`config.mk`:
```
export PLATFORM = sky130hd
export DESIGN_NAME = muldiv_unit
export DESIGN_NICKNAME = d
export VERILOG_FILES = /design/src/rtl/riscv_pkg.sv /design/src/rtl/muldiv_unit.sv
export SDC_FILE = /design/constraint.sdc
export NUM_CORES = 1
export LEC_CHECK = 0
export ABC_AREA = 1
export CAP_MARGIN = 20
export CORE_AREA = 2 2 218 220
export CTS_CLUSTER_SIZE = 16
export DETAILED_ROUTE_END_ITERATION = 8
export DIE_AREA = 0 0 220 222
export GPL_TIMING_DRIVEN = 0
export MAX_ROUTING_LAYER = met4
export PLACE_DENSITY_LB_ADDON = 0.1
export RECOVER_POWER = 50
export SLEW_MARGIN = 25
export SYNTH_ARGS = -nofsm -noshare
export SYNTH_HDL_FRONTEND = slang
export SYNTH_SLANG_ARGS = --single-unit
```
`constraint.sdc`:
```
create_clock -name clk_i -period 5.05 [get_ports clk_i]
set_clock_uncertainty 0.1 [all_clocks]
set_input_delay 1.01 -clock clk_i [delete_from_list [all_inputs] [get_ports clk_i]]
set_output_delay 1.01 -clock clk_i [all_outputs]
set_load 0.01 [all_outputs]
```
`src/rtl/riscv_pkg.sv`:
```
// Shared RV32 core definitions.
// Holds XLEN and the M-extension operation encodings.
package riscv_pkg;

   localparam int XLEN = 32;

   localparam int MULDIV_CYCLES = XLEN;

   typedef enum logic [2:0] {
      MD_MUL    = 3'b000,
      MD_MULH   = 3'b001,
      MD_MULHSU = 3'b010,
      MD_MULHU  = 3'b011,
      MD_DIV    = 3'b100,
      MD_DIVU   = 3'b101,
      MD_REM    = 3'b110,
      MD_REMU   = 3'b111
   } muldiv_op_e;

endpackage

```
`src/rtl/muldiv_unit.sv`:
```
// Iterative RV32M multiply/divide unit: shift-add multiply and
// restoring divide on magnitudes, with shared final sign correction.
module muldiv_unit #(
   parameter int XLEN = riscv_pkg::XLEN
) (
   input  logic            clk_i,
   input  logic            rstn_i,
   input  logic            start_i,
   input  logic [2:0]      op_i,
   input  logic [XLEN-1:0] op_a_i,
   input  logic [XLEN-1:0] op_b_i,
   output logic            busy_o,
   output logic            done_o,
   output logic [XLEN-1:0] result_o
);
   import riscv_pkg::*;

   localparam int CW = $clog2(XLEN) + 1;

   typedef enum logic [1:0] {
      IDLE,
      CALC,
      DONE
   } state_e;

   state_e            state_q;
   state_e            state_d;
   muldiv_op_e        op_in;
   muldiv_op_e        op_q;
   logic [CW-1:0]     cnt_q;
   logic [2*XLEN-1:0] acc_q;
   logic [2*XLEN-1:0] acc_d;
   logic [XLEN-1:0]   bmag_q;
   logic [XLEN-1:0]   result_q;
   logic              neg_a_q;
   logic              neg_b_q;

   logic            sgn_a;
   logic            sgn_b;
   logic            neg_a;
   logic            neg_b;
   logic [XLEN-1:0] a_mag;
   logic [XLEN-1:0] b_mag;
   logic            div_zero;
   logic            div_ovf;
   logic            special;
   logic [XLEN-1:0] spec_res;
   logic            last;

   assign op_in = muldiv_op_e'(op_i);

   always_comb begin
      sgn_a = 1'b0;
      sgn_b = 1'b0;
      unique case (op_in)
         MD_MULH, MD_DIV, MD_REM: begin
            sgn_a = 1'b1;
            sgn_b = 1'b1;
         end
         MD_MULHSU: sgn_a = 1'b1;
         default: ;
      endcase
   end

   assign neg_a = sgn_a & op_a_i[XLEN-1];
   assign neg_b = sgn_b & op_b_i[XLEN-1];
   assign a_mag = neg_a ? (~op_a_i + 1'b1) : op_a_i;
   assign b_mag = neg_b ? (~op_b_i + 1'b1) : op_b_i;

   // Corner cases resolve at accept and skip the iterative phase
   assign div_zero = op_i[2] && (op_b_i == '0);
   assign div_ovf  = sgn_a && op_i[2]
                   && (op_a_i == {1'b1, {(XLEN-1){1'b0}}})
                   && (op_b_i == '1);
   assign special  = div_zero | div_ovf;

   always_comb begin
      spec_res = '0;
      if (div_zero)
         spec_res = op_i[1] ? op_a_i : '1;
      else if (div_ovf)
         spec_res = op_i[1] ? '0 : {1'b1, {(XLEN-1){1'b0}}};
   end

   logic [XLEN:0]   mul_sum;
   logic [XLEN:0]   rem_sh;
   logic            rem_ge;
   logic [XLEN-1:0] rem_new;

   assign mul_sum = {1'b0, acc_q[2*XLEN-1:XLEN]}
                  + (acc_q[0] ? {1'b0, bmag_q} : '0);
   assign rem_sh  = {acc_q[2*XLEN-1:XLEN], acc_q[XLEN-1]};
   assign rem_ge  = rem_sh >= {1'b0, bmag_q};
   assign rem_new = rem_ge ? (rem_sh[XLEN-1:0] - bmag_q)
                           : rem_sh[XLEN-1:0];

   always_comb begin
      if (op_q[2])
         acc_d = {rem_new, acc_q[XLEN-2:0], rem_ge};
      else
         acc_d = {mul_sum, acc_q[XLEN-1:1]};
   end

   logic [2*XLEN-1:0] fix_in;
   logic [2*XLEN-1:0] fixed;
   logic              fix_neg;
   logic [XLEN-1:0]   res_fix;

   always_comb begin
      fix_in  = acc_d;
      fix_neg = neg_a_q ^ neg_b_q;
      if (op_q[2]) begin
         if (op_q[1]) begin
            fix_in  = {{XLEN{1'b0}}, acc_d[2*XLEN-1:XLEN]};
            fix_neg = neg_a_q;
         end else begin
            fix_in  = {{XLEN{1'b0}}, acc_d[XLEN-1:0]};
         end
      end
   end

   assign fixed   = fix_neg ? (~fix_in + 1'b1) : fix_in;
   assign res_fix = (op_q == MD_MUL || op_q[2])
                  ? fixed[XLEN-1:0]
                  : fixed[2*XLEN-1:XLEN];

   assign last = (cnt_q == CW'(XLEN - 1));

   always_comb begin
      state_d = state_q;
      unique case (state_q)
         IDLE: if (start_i) state_d = special ? DONE : CALC;
         CALC: if (last) state_d = DONE;
         DONE: state_d = IDLE;
         default: state_d = IDLE;
      endcase
   end

   always_ff @(posedge clk_i or negedge rstn_i) begin
      if (!rstn_i)
         state_q <= IDLE;
      else
         state_q <= state_d;
   end

   always_ff @(posedge clk_i or negedge rstn_i) begin
      if (!rstn_i) begin
         op_q     <= MD_MUL;
         cnt_q    <= '0;
         acc_q    <= '0;
         bmag_q   <= '0;
         neg_a_q  <= 1'b0;
         neg_b_q  <= 1'b0;
         result_q <= '0;
      end else begin
         unique case (state_q)
            IDLE: if (start_i) begin
               op_q    <= op_in;
               cnt_q   <= '0;
               acc_q   <= {{XLEN{1'b0}}, a_mag};
               bmag_q  <= b_mag;
               neg_a_q <= neg_a;
               neg_b_q <= neg_b;
               if (special)
                  result_q <= spec_res;
            end
            CALC: begin
               acc_q <= acc_d;
               cnt_q <= cnt_q + 1'b1;
               if (last)
                  result_q <= res_fix;
            end
            default: ;
         endcase
      end
   end

   assign busy_o   = (state_q != IDLE);
   assign done_o   = (state_q == DONE);
   assign result_o = result_q;

endmodule

```
==> results of run 1 <==
-- cell usage in the layout, fill, tap and decap left out, drive strengths merged, types with 4 or more instances in the layout --
| master | count |
|---|---|
| a21oi | 159 |
| o21bai | 16 |
| clkdlybuf4s50 | 85 |
| o21ai | 185 |
| buf | 36 |
| dlygate4sd3 | 16 |
| inv | 411 |
| nand3b | 21 |
| ha | 69 |
| nor2 | 270 |
| xnor2 | 30 |
| clkinv | 7 |
| a31oi | 7 |
| clkinvlp | 4 |
| o221ai | 27 |
| and2 | 10 |
| o211ai | 10 |
| nor3 | 38 |
| clkbuf | 79 |
| dfrtp | 141 |
| nand2 | 996 |
| nand4 | 34 |
| nand3 | 245 |
| xor2 | 52 |
| nor4 | 8 |
| or2 | 14 |
-- layout make-up --
class | instances | area (µm²)
plain buffers | 90 | 403
repair buffers | 106 | 1070
flip-flops and latches | 141 | 3530
clock inverters | 9 | 135
fillers | 5246 | 27100
well taps | 607 | 759
inverters | 416 | 1570
multi-input cells | 2214 | 11200
clock buffers | 21 | 480
-- cell usage after synthesis (all sizes together) (16+ instances only) --
cell type    n  area [µm²]
nand2      996        3870
inv        411        1540
nor2       270        1130
nand3      245        1310
o21ai      185         926
a21oi      159         818
dfrtp      141        3530
ha          69         863
clkbuf      58         218
xor2        52         455
nor3        38         195
nand4       34         213
buf         33         181
xnor2       30         263
o221ai      27         236
nand3b      21         161
o21bai      16         124
-- kinds of logic after synthesis --
logic type | count (synthesis)
simple gates | 1641
fa+ha+maj | 71
xor+xnor | 82
flops | 141
compound gates | 420
buf+inv | 507
-- path summary, 6_finish.rpt --
path | startpoint | endpoint | slack (ns) | cells after the start
max | acc_q[31]$_DFFE_PN0P_ | result_o[5]$_DFFE_PN0P_ | 0.15 | 25
min | result_o[24]$_DFFE_PN0P_ | result_o[24]$_DFFE_PN0P_ | 0.38 | 2
max reg2reg | acc_q[31]$_DFFE_PN0P_ | result_o[5]$_DFFE_PN0P_ | 0.15 | 25
min reg2reg | result_o[24]$_DFFE_PN0P_ | result_o[24]$_DFFE_PN0P_ | 0.38 | 2
max in group asynchronous | rstn_i | bmag_q[28]$_DFFE_PN0P_ | 0.84 | 1
min in group asynchronous | rstn_i | acc_q[63]$_DFFE_PN0P_ | 1.76 | 1
-- worst min-delay path, cell delays in order (launching register included) --
cell     delay (ns)
dfrtp_1        0.34
nand2_1        0.05
nand2_1        0.06
-- sequential cells by signal, indices dropped and copies added, names as in the netlist --
name / count
op_q: 3
cnt_q: 6
state_q: 2
neg_b_q: 1
bmag_q: 32
acc_q: 64
result_o: 32
neg_a_q: 1
-- what timing repair did --
item,in CTS,in global routing
buffers inserted,0,3
setup endpoints to repair,30,27
gates resized for setup,9,32
pin swaps,1,1
-- where the power goes --
part           internal [W]  switching [W]  leakage (nW)  total, W
logic               0.00284        0.00672          7.82   0.00956
registers           0.00156       0.000446          1.71   0.00200
clock network      0.000823       0.000570         0.294   0.00139
total               0.00522        0.00774          9.82    0.0130
-- per-layer routing --
metal / global-route usage / vias to the layer above / wire length, µm
met5: - / - / 0
met4: 0.0890 / 0 / 2030
met3: 0.0646 / 100 / 6560
met2: 0.489 / 781 / 34200
met1: 0.481 / 9146 / 38000
li1: - / 9403 / -
-- per-stage QoR --
| step | cells | power (W) | area, µm² | util | setup TNS [ns] |
|---|---|---|---|---|---|
| after CTS | 3601 | 0.0127 | 19000 | 0.411 | 0 |
| after floorplan | 2862 | 0.00778 | 16600 | - | 0 |
| final | 3604 | 0.0130 | 19200 | 0.414 | 0 |
| after detailed placement | 3572 | 0.0112 | 18400 | 0.398 | -5.02 |
| after global routing | 3604 | 0.0138 | 19200 | 0.414 | -0.00391 |
| after global placement | 3571 | 0.0112 | 18400 | 0.397 | -478.93 |
==> key figures, run 1 <==
Run status
  – Status: complete, but fails checks
  – Failing checks: capacitance limit, slew limit

Floorplan
  – Ports: 104
  – Row count: 79
  – CORE AREA: 46300 µm²
  – Die Area: 48800 µm²
  – Starting density of the core: 0.358
  – Die height: 222 µm
  – Die width: 220 µm

Synthesis
  – Largest family of logic cells by synthesized area: simple AND/OR/NAND/NOR gates
  – Post-synth EDFFs: 0
  – Synth Area in Simple Gates: 0.429
  – Seq/Total Area, Yosys: 0.213
  – Synth Warn #: 0
  – Post-Syn Instances: 2862
  – Multiplexer area fraction after synthesis: 0
  – Mapped Area: 16600 µm²
  – Post-Synth Adder-Cell Area: 0.0545
  – Flops & latches, synth: 141
  – Ys async rst share: 1.00
  – Top FF cell, synth: dfrtp_1
  – Synthesized net count: 3003
  – Synth Area in Compound Gates: 0.142
  – Post-synth cell types: 51
  – Syn Area/Cell: 5.79 µm²
  – XOR/XNOR Fraction of Synth Area: 0.0433

GRT
  – Largest net degree at the start of global routing: 82
  – GR Util All Layers: 0.339
  – Number of global-route vias before repair: 18300
  – Overflow left after global routing: 0
  – Global-route wire length before repair: 117 mm
  – Initial antenna violation count: 0

Hold path
  – Min-delay worst type: flip-flop to flip-flop

Clocking
  – Hold-fix buffers, CTS: 0
  – Clock-pin transition on the worst setup and hold timing paths: 0.07 ns
  – CTS Buf Count: 17
  – H-Tree Level Count: 4
  – Clock sink count: 141
  – Worst-Skew Late Latency: 0.49 ns
  – Longest Clk Path Bufs: 2
  – CTS tree: done
  – CTS root buf: clkbuf_16

Setup path
  – Crit. End Element: flip-flop
  – Buffer and inverter count on the worst path: 2
  – Critical path type: flip-flop to flip-flop
  – CP top delay family: simple AND/OR/NAND/NOR gates
  – Crit path DAT: 5.20 ns
  – Critical Path RT: 5.35 ns
  – Most used cell, CP: nand2_1
  – Startpoint Class: flip-flop
  – Slowest stage cell, crit path: fa_1
  – Max Fanout on Critical Path: 4
  – Delay of the slowest cell on the worst path: 0.46 ns

Finish
  – Antenna cell count: 0
  – Area growth syn-to-layout: 15.6%
  – Final #Nets: 3127
  – Share of layout cells above drive strength 1: 0.0667

STA
  – Final setup margin: 0.151 ns
  – Worst Tran Pin Value: 3.42 ns
  – Unrepaired setup endpoints after global routing: yes
  – Fin crit share: 0.970
  – Hold_ws: 0.377 ns
  – # setup viols final: 0
  – Max Slew Vio Count: 61
  – Min Clock Period, post-route: 4.90 ns
  – Max Clk Rate: 0.204 GHz
  – Max_slew headroom: -1.28
  – Fin. Hold Viols: 0

Detailed routing
  – Vias: 19400
  – Final WL: 80.8 mm
  – TritonRoute pass-1 iters: 6
  – DRC viols: 0
  – Average routed wire per standard cell: 22.4 µm
  – Final ANT Viol Nets: 0
  – Detailed Route Iter0 Violations: 2158
  – Vias/cell: 5.39

Placed design
  – Routability Congestion: 1.01
  – Input/output buffers: 102
  – Setup WS pre-CTS: -0.396 ns
  – HPWL Detailed: 67.9 mm

Power
  – Leakage: 9.82 nW
  – Max IR drop VDD: 0.000228 V
  – Power Density: 677 nW/µm²

Run
  – Max_cap viols: 1
Note: power is estimated with default switching activity, not from simulation.
==> run 2, diff against run 1 <==
--- a/config.mk
+++ b/config.mk
@@ -12,8 +12,9 @@
 export DETAILED_ROUTE_END_ITERATION = 8
 export DIE_AREA = 0 0 220 222
 export GPL_TIMING_DRIVEN = 0
+export HOLD_SLACK_MARGIN = 0.03
 export MAX_ROUTING_LAYER = met4
-export PLACE_DENSITY_LB_ADDON = 0.1
+export PLACE_DENSITY_LB_ADDON = 0.2
 export RECOVER_POWER = 50
 export SLEW_MARGIN = 25
 export SYNTH_ARGS = -nofsm -noshare
==> run 2 against run 1 <==
Against the previous run:
- the run still ends with capacitance limit, slew limit left
- via count is 1.1% higher
- global-route usage is 0.36 points higher
- sequential power is 4% higher
- critical endpoint is now result_o[2]$_DFFE_PN0P_
- clock power hardly changed
- sequential share of layout area is 0.071 points lower
==> key figures, run 2 (synthesis gave the netlist of run 1 again) <==
Floorplan
  – Row count: 79
  – CORE AREA: 46300 µm²
  – Die Area: 48800 µm²
  – Starting density of the core: 0.358
  – Die height: 222 µm
  – Ports: 104
  – Die width: 220 µm

Finish
  – Finished Core Util: 0.416
  – Final #Nets: 3126
  – Most common cell after layout, fill and taps aside: nand2_1
  – Antenna cell count: 0
  – Fill count: 5130
  – Sequential cell area: 3540 µm²
  – Share of layout cells above drive strength 1: 0.0764
  – Area growth syn-to-layout: 16.1%
  – Max reg flops: 64
  – Multi-input gate area: 11300 µm²
  – Most frequent cells in the layout: nand2_1, inv_1, nor2_1
  – Largest register by flop count: acc_q

GRT
  – Largest net degree at the start of global routing: 80
  – Global-route wire length before repair: 120 mm
  – Initial antenna violation count: 0
  – Overflow left after global routing: 0
  – Number of global-route vias before repair: 18300
  – GR Util All Layers: 0.343

STA
  – Max Slew Vio Count: 144
  – Final setup margin: 0.0886 ns
  – Min Clock Period, post-route: 4.96 ns
  – Fin. Hold Viols: 0
  – Unrepaired setup endpoints after global routing: yes
  – Max Clk Rate: 0.202 GHz
  – Fin crit share: 0.982
  – Max_slew headroom: -0.344
  – # setup viols final: 0
  – Worst Tran Pin Value: 2.02 ns

Power
  – Power Density: 684 nW/µm²
  – Leakage: 9.84 nW
  – Int Power: 0.00527 W
  – Switching part of the total: 0.600
  – Clk pwr share: 0.106
  – Max IR drop VDD: 0.000322 V
  – Sequential power share: 0.158
  – Logic pwr share: 0.736
  – Net Switching: 0.00790 W

Setup path
  – Max Fanout on Critical Path: 10
  – Startpoint Class: flip-flop
  – Most used cell, CP: nand2_1
  – Buffer and inverter count on the worst path: 5
  – Crit path DAT: 5.24 ns
  – Delay of the slowest cell on the worst path: 0.51 ns
  – Crit. End Element: flip-flop
  – Critical path type: flip-flop to flip-flop
  – CP top delay family: simple AND/OR/NAND/NOR gates
  – Critical Path RT: 5.33 ns
  – Slowest stage cell, crit path: dfrtp_1

Clocking
  – CTS tree: done
  – H-Tree Level Count: 4
  – Hold-fix buffers, CTS: 0
  – Longest Clk Path Bufs: 2
  – CTS root buf: clkbuf_16
  – CTS Buf Count: 17
  – Clock-pin transition on the worst setup and hold timing paths: 0.06 ns
  – Clock sink count: 141
  – Worst-Skew Late Latency: 0.47 ns

Detailed routing
  – Vias/cell: 5.45
  – Final ANT Viol Nets: 0
  – Detailed Route Iter0 Violations: 2141
  – Average routed wire per standard cell: 22.6 µm
  – TritonRoute pass-1 iters: 6
  – Final WL: 81.6 mm
  – Vias: 19600
  – DRC viols: 0

Placed design
  – Routability Congestion: 1.02
  – Input/output buffers: 102
  – Setup WS pre-CTS: -0.643 ns
  – HPWL Detailed: 67.9 mm

Run status
  – Failing checks: capacitance limit, slew limit
  – Status: complete, but fails checks

Run
  – Max_cap viols: 2

Hold path
  – Min-delay worst type: flip-flop to flip-flop
## run 2: power by group through the flow
| stage | clock network (W) | logic, W | registers (W) |
|---|---|---|---|
| after floorplan | 0 | 0.00594 | 0.00184 |
| after global placement | 0 | 0.00921 | 0.00205 |
| after detailed placement | 0 | 0.00923 | 0.00205 |
| after CTS | 0.00139 | 0.00929 | 0.00205 |
| after global routing | 0.00144 | 0.0105 | 0.00210 |
| final | 0.00139 | 0.00970 | 0.00208 |
## run 2: what timing repair did
| item | in CTS | in global routing |
|---|---|---|
| endpoints found under the setup margin | 32 | 30 |
| setup buffers | 0 | 3 |
| gates resized for setup | 11 | 60 |
| pin swaps | 0 | 1 |
## run 2: worst paths after layout
check	startpoint	to	slack, ns	cells after the start
setup / recovery	bmag_q[28]$_DFFE_PN0P_	result_o[2]$_DFFE_PN0P_	0.09	30
hold / removal	result_o[29]$_DFFE_PN0P_	result_o[29]$_DFFE_PN0P_	0.38	2
setup reg to reg	bmag_q[28]$_DFFE_PN0P_	result_o[2]$_DFFE_PN0P_	0.09	30
hold reg to reg	result_o[29]$_DFFE_PN0P_	result_o[29]$_DFFE_PN0P_	0.38	2
max in group asynchronous	rstn_i	acc_q[0]$_DFFE_PN0P_	1.17	2
min in group asynchronous	rstn_i	result_o[14]$_DFFE_PN0P_	1.00	1
## run 2: per-layer routing
layer / vias to the layer above / global-route usage / routed length, µm
li1: 9380 / - / -
met5: - / - / 0
met3: 123 / 0.0538 / 6460
met1: 9319 / 0.490 / 38100
met2: 815 / 0.496 / 34500
met4: 0 / 0.0963 / 2530
## run 2: stage by stage
step                      std cells  power, W  hold slack (ns)  setup TNS, ns  area (µm²)
after floorplan                2862   0.00778            0.353              0       16600
after detailed placement       3572    0.0113            0.368         -12.51       18400
after global placement         3571    0.0113            0.373        -445.50       18400
after CTS                      3601    0.0127            0.391              0       19000
final                          3604    0.0132            0.385              0       19200
after global routing           3604    0.0140            0.400        -0.0572       19200
## run 2: cell type report
| type | instances | area share |
|---|---|---|
| well taps | 607 | 0.0395 |
| multi-input cells | 2214 | 0.589 |
| inverters | 416 | 0.0811 |
| flip-flops and latches | 141 | 0.184 |
| repair buffers | 106 | 0.0542 |
| clock inverters | 13 | 0.00982 |
| clock buffers | 18 | 0.0223 |
| plain buffers | 89 | 0.0205 |
## run 2: worst register-to-register path: cells and delay by family (launching register included)
| family | cells | cell delay [ns] |
|---|---|---|
| and+or+nand+nor | 21 | 2.68 |
| AOI/OAI and AO/OA | 2 | 0.44 |
| DFF | 1 | 0.51 |
| adders and majority gates | 2 | 0.60 |
| buffers and inverters | 5 | 0.56 |
==> run 3, diff against run 2 <==
--- a/config.mk
+++ b/config.mk
@@ -7,6 +7,8 @@
 export LEC_CHECK = 0
 export ABC_AREA = 1
 export CAP_MARGIN = 20
+export CELL_PAD_IN_SITES_DETAIL_PLACEMENT = 0
+export CELL_PAD_IN_SITES_GLOBAL_PLACEMENT = 1
 export CORE_AREA = 2 2 218 220
 export CTS_CLUSTER_SIZE = 16
 export DETAILED_ROUTE_END_ITERATION = 8
==> run 3 against run 2 <==
Against the previous run:
- the flow still finishes with violations (capacitance limit, slew limit)
- routed wire length rose by 2.1%
- sequential power decreased by 2%
- critical path depth unchanged
- first-iteration DRC count decreased by 1.5%
- core utilization fell by 0.11 points
- critical path type unchanged
- global-route usage rose by 0.83 points
- combinational power up 1%
- register-to-register slack about the same
- setup slack better by 0.012 ns
- count of clock-buffer cells in the layout unchanged
==> key figures, run 3 (synthesis gave the netlist of run 1 again) <==
Run status
  – Status: complete, but fails checks
  – Failing checks: capacitance limit, slew limit

Finish
  – Finished Core Util: 0.415
  – Final #Nets: 3126
  – Most frequent cells in the layout: nand2_1, inv_1, nor2_1
  – Area growth syn-to-layout: 15.8%
  – Fill count: 5299
  – Max reg flops: 64
  – Largest register by flop count: acc_q
  – Share of layout cells above drive strength 1: 0.0764
  – Most common cell after layout, fill and taps aside: nand2_1

Setup path
  – Startpoint Class: flip-flop
  – Slowest stage cell, crit path: dfrtp_2
  – Critical path type: flip-flop to flip-flop
  – Critical Path RT: 5.37 ns
  – Worst R2R Path Depth: 30
  – Delay of the slowest cell on the worst path: 0.45 ns
  – Most used cell, CP: nand2_1
  – Crit path DAT: 5.27 ns
  – Crit. End Element: flip-flop
  – FF-to-FF setup slack: 0.10 ns
  – Max Fanout on Critical Path: 10
  – RR Endpoint: result_o[18]$_DFFE_PN0P_
  – Reg-to-Reg Start: bmag_q[28]$_DFFE_PN0P_

Detailed routing
  – Vias: 19800
  – DRC viols: 0
  – Final WL: 83.3 mm
  – Average routed wire per standard cell: 23.1 µm
  – TritonRoute pass-1 iters: 6
  – Vias/cell: 5.48
  – Final ANT Viol Nets: 0
  – Detailed Route Iter0 Violations: 2108

STA
  – Max_slew headroom: -1.27
  – Min Clock Period, post-route: 4.95 ns
  – Post-Route Setup TNS: 0 ns
  – Worst Tran Pin Value: 3.41 ns
  – Fin crit share: 0.980
  – Max Slew Vio Count: 52
  – Max Clk Rate: 0.202 GHz
  – # setup viols final: 0
  – Hold_ws: 0.382 ns
  – Fin. Hold Viols: 0

Floorplan
  – Die Area: 48800 µm²
  – Starting density of the core: 0.358
  – CORE AREA: 46300 µm²
  – Die height: 222 µm
  – Ports: 104
  – Row count: 79
  – Die width: 220 µm

Run
  – Max_cap viols: 1

Placed design
  – HPWL Detailed: 69.9 mm
  – Routability Congestion: 1.01
  – Input/output buffers: 102

Hold path
  – Hold Crit Depth: 2
  – WHS Endpoint: result_o[25]$_DFFE_PN0P_
  – Worst Hold Launch: result_o[25]$_DFFE_PN0P_
  – Min-delay worst type: flip-flop to flip-flop

GRT
  – Initial antenna violation count: 2
  – Largest net degree at the start of global routing: 91
  – GR Util All Layers: 0.351
  – Global-route wire length before repair: 121 mm
  – Number of global-route vias before repair: 18500
  – Overflow left after global routing: 0

Clocking
  – CTS Buf Count: 17
  – Clock sink count: 141
  – Hold-fix buffers, CTS: 0
  – Worst-Skew Late Latency: 0.49 ns
  – H-Tree Level Count: 4
  – CTS tree: done
  – Clock-pin transition on the worst setup and hold timing paths: 0.07 ns
  – Longest Clk Path Bufs: 2
  – CTS root buf: clkbuf_16

Power
  – Clk pwr share: 0.096
  – Logic pwr share: 0.749
  – Power Density: 685 nW/µm²
  – Leakage: 9.79 nW
  – Sequential power share: 0.155
  – Max IR drop VDD: 0.000295 V
  – Net Switching: 0.00806 W
  – Overall power: 0.0131 W
  – Int Power: 0.00509 W
  – Switching part of the total: 0.613
==> run 3: how the worst max path moves through the flow <==
stage / from / end / slack [ns]
finish: bmag_q[28]$_DFFE_PN0P_ / result_o[18]$_DFFE_PN0P_ / 0.10
global route: acc_q[0]$_DFFE_PN0P_ / result_o[25]$_DFFE_PN0P_ / -0.0005
CTS: bmag_q[28]$_DFFE_PN0P_ / result_o[26]$_DFFE_PN0P_ / 0.03
detailed placement: acc_q[0]$_DFFE_PN0P_ / result_o[26]$_DFFE_PN0P_ / -0.72
global placement: rstn_i / result_o[14]$_DFFE_PN0P_ / -3.31
floorplan: acc_q[0]$_DFFE_PN0P_ / result_o[24]$_DFFE_PN0P_ / 1.56
==> run 3: worst max-delay path: cells and delay by family, from the launching register on <==
kind                       cells  cell delay (ns)
AOI/OAI and AO/OA              1             0.22
adders and majority gates      2             0.57
buffers and inverters          5             0.50
and+or+nand+nor               22             3.03
DFF                            1             0.45
==> run 3: final cells by class <==
type / instances / area (µm²) / share of cell area
Sequential cell: 141 / 3550 / 0.185
Timing Repair Buffer: 105 / 1060 / 0.0551
Clock inverter: 14 / 124 / 0.00645
Multi-Input combinational cell: 2214 / 11300 / 0.589
Antenna cell: 2 / 5.00 / 0.000261
Inverter: 416 / 1560 / 0.0814
Buffer: 90 / 404 / 0.0211
Clock buffer: 18 / 429 / 0.0224
Tap cell: 607 / 759 / 0.0396
==> run 3: repair_timing <==
action / in CTS / in global routing
setup endpoints to repair: 32 / 28
cloned: 0 / 0
pin swaps: 0 / 2
gates resized for setup: 14 / 64
buffers inserted: 0 / 2
==> run 3: through the flow <==
step                      setup slack, ns  std cells  instance area [µm²]
after floorplan                      1.56       2862                16600
after global placement              -3.31       3571                18400
after detailed placement           -0.723       3572                18400
after CTS                          0.0322       3603                19000
after global routing            -0.000539       3607                19200
final                               0.101       3607                19200
==> run 3: power groups by stage <==
stage	Sequential [W]	Clock [W]	Combinational, W
6_report	0.00204	0.00126	0.00984
3_3_place_gp	0.00201	0	0.00937
2_1_floorplan	0.00184	0	0.00594
5_1_grt	0.00207	0.00131	0.0106
3_5_place_dp	0.00202	0	0.00940
4_1_cts	0.00202	0.00127	0.00946
==> run 3: routing by layer <==
metal | part of all wire | GRT usage | up-vias
met5 | 0 | - | -
met3 | 0.080 | 0.0550 | 126
met4 | 0.028 | 0.0994 | 0
met2 | 0.42 | 0.504 | 837
met1 | 0.47 | 0.505 | 9418
li1 | - | - | 9397
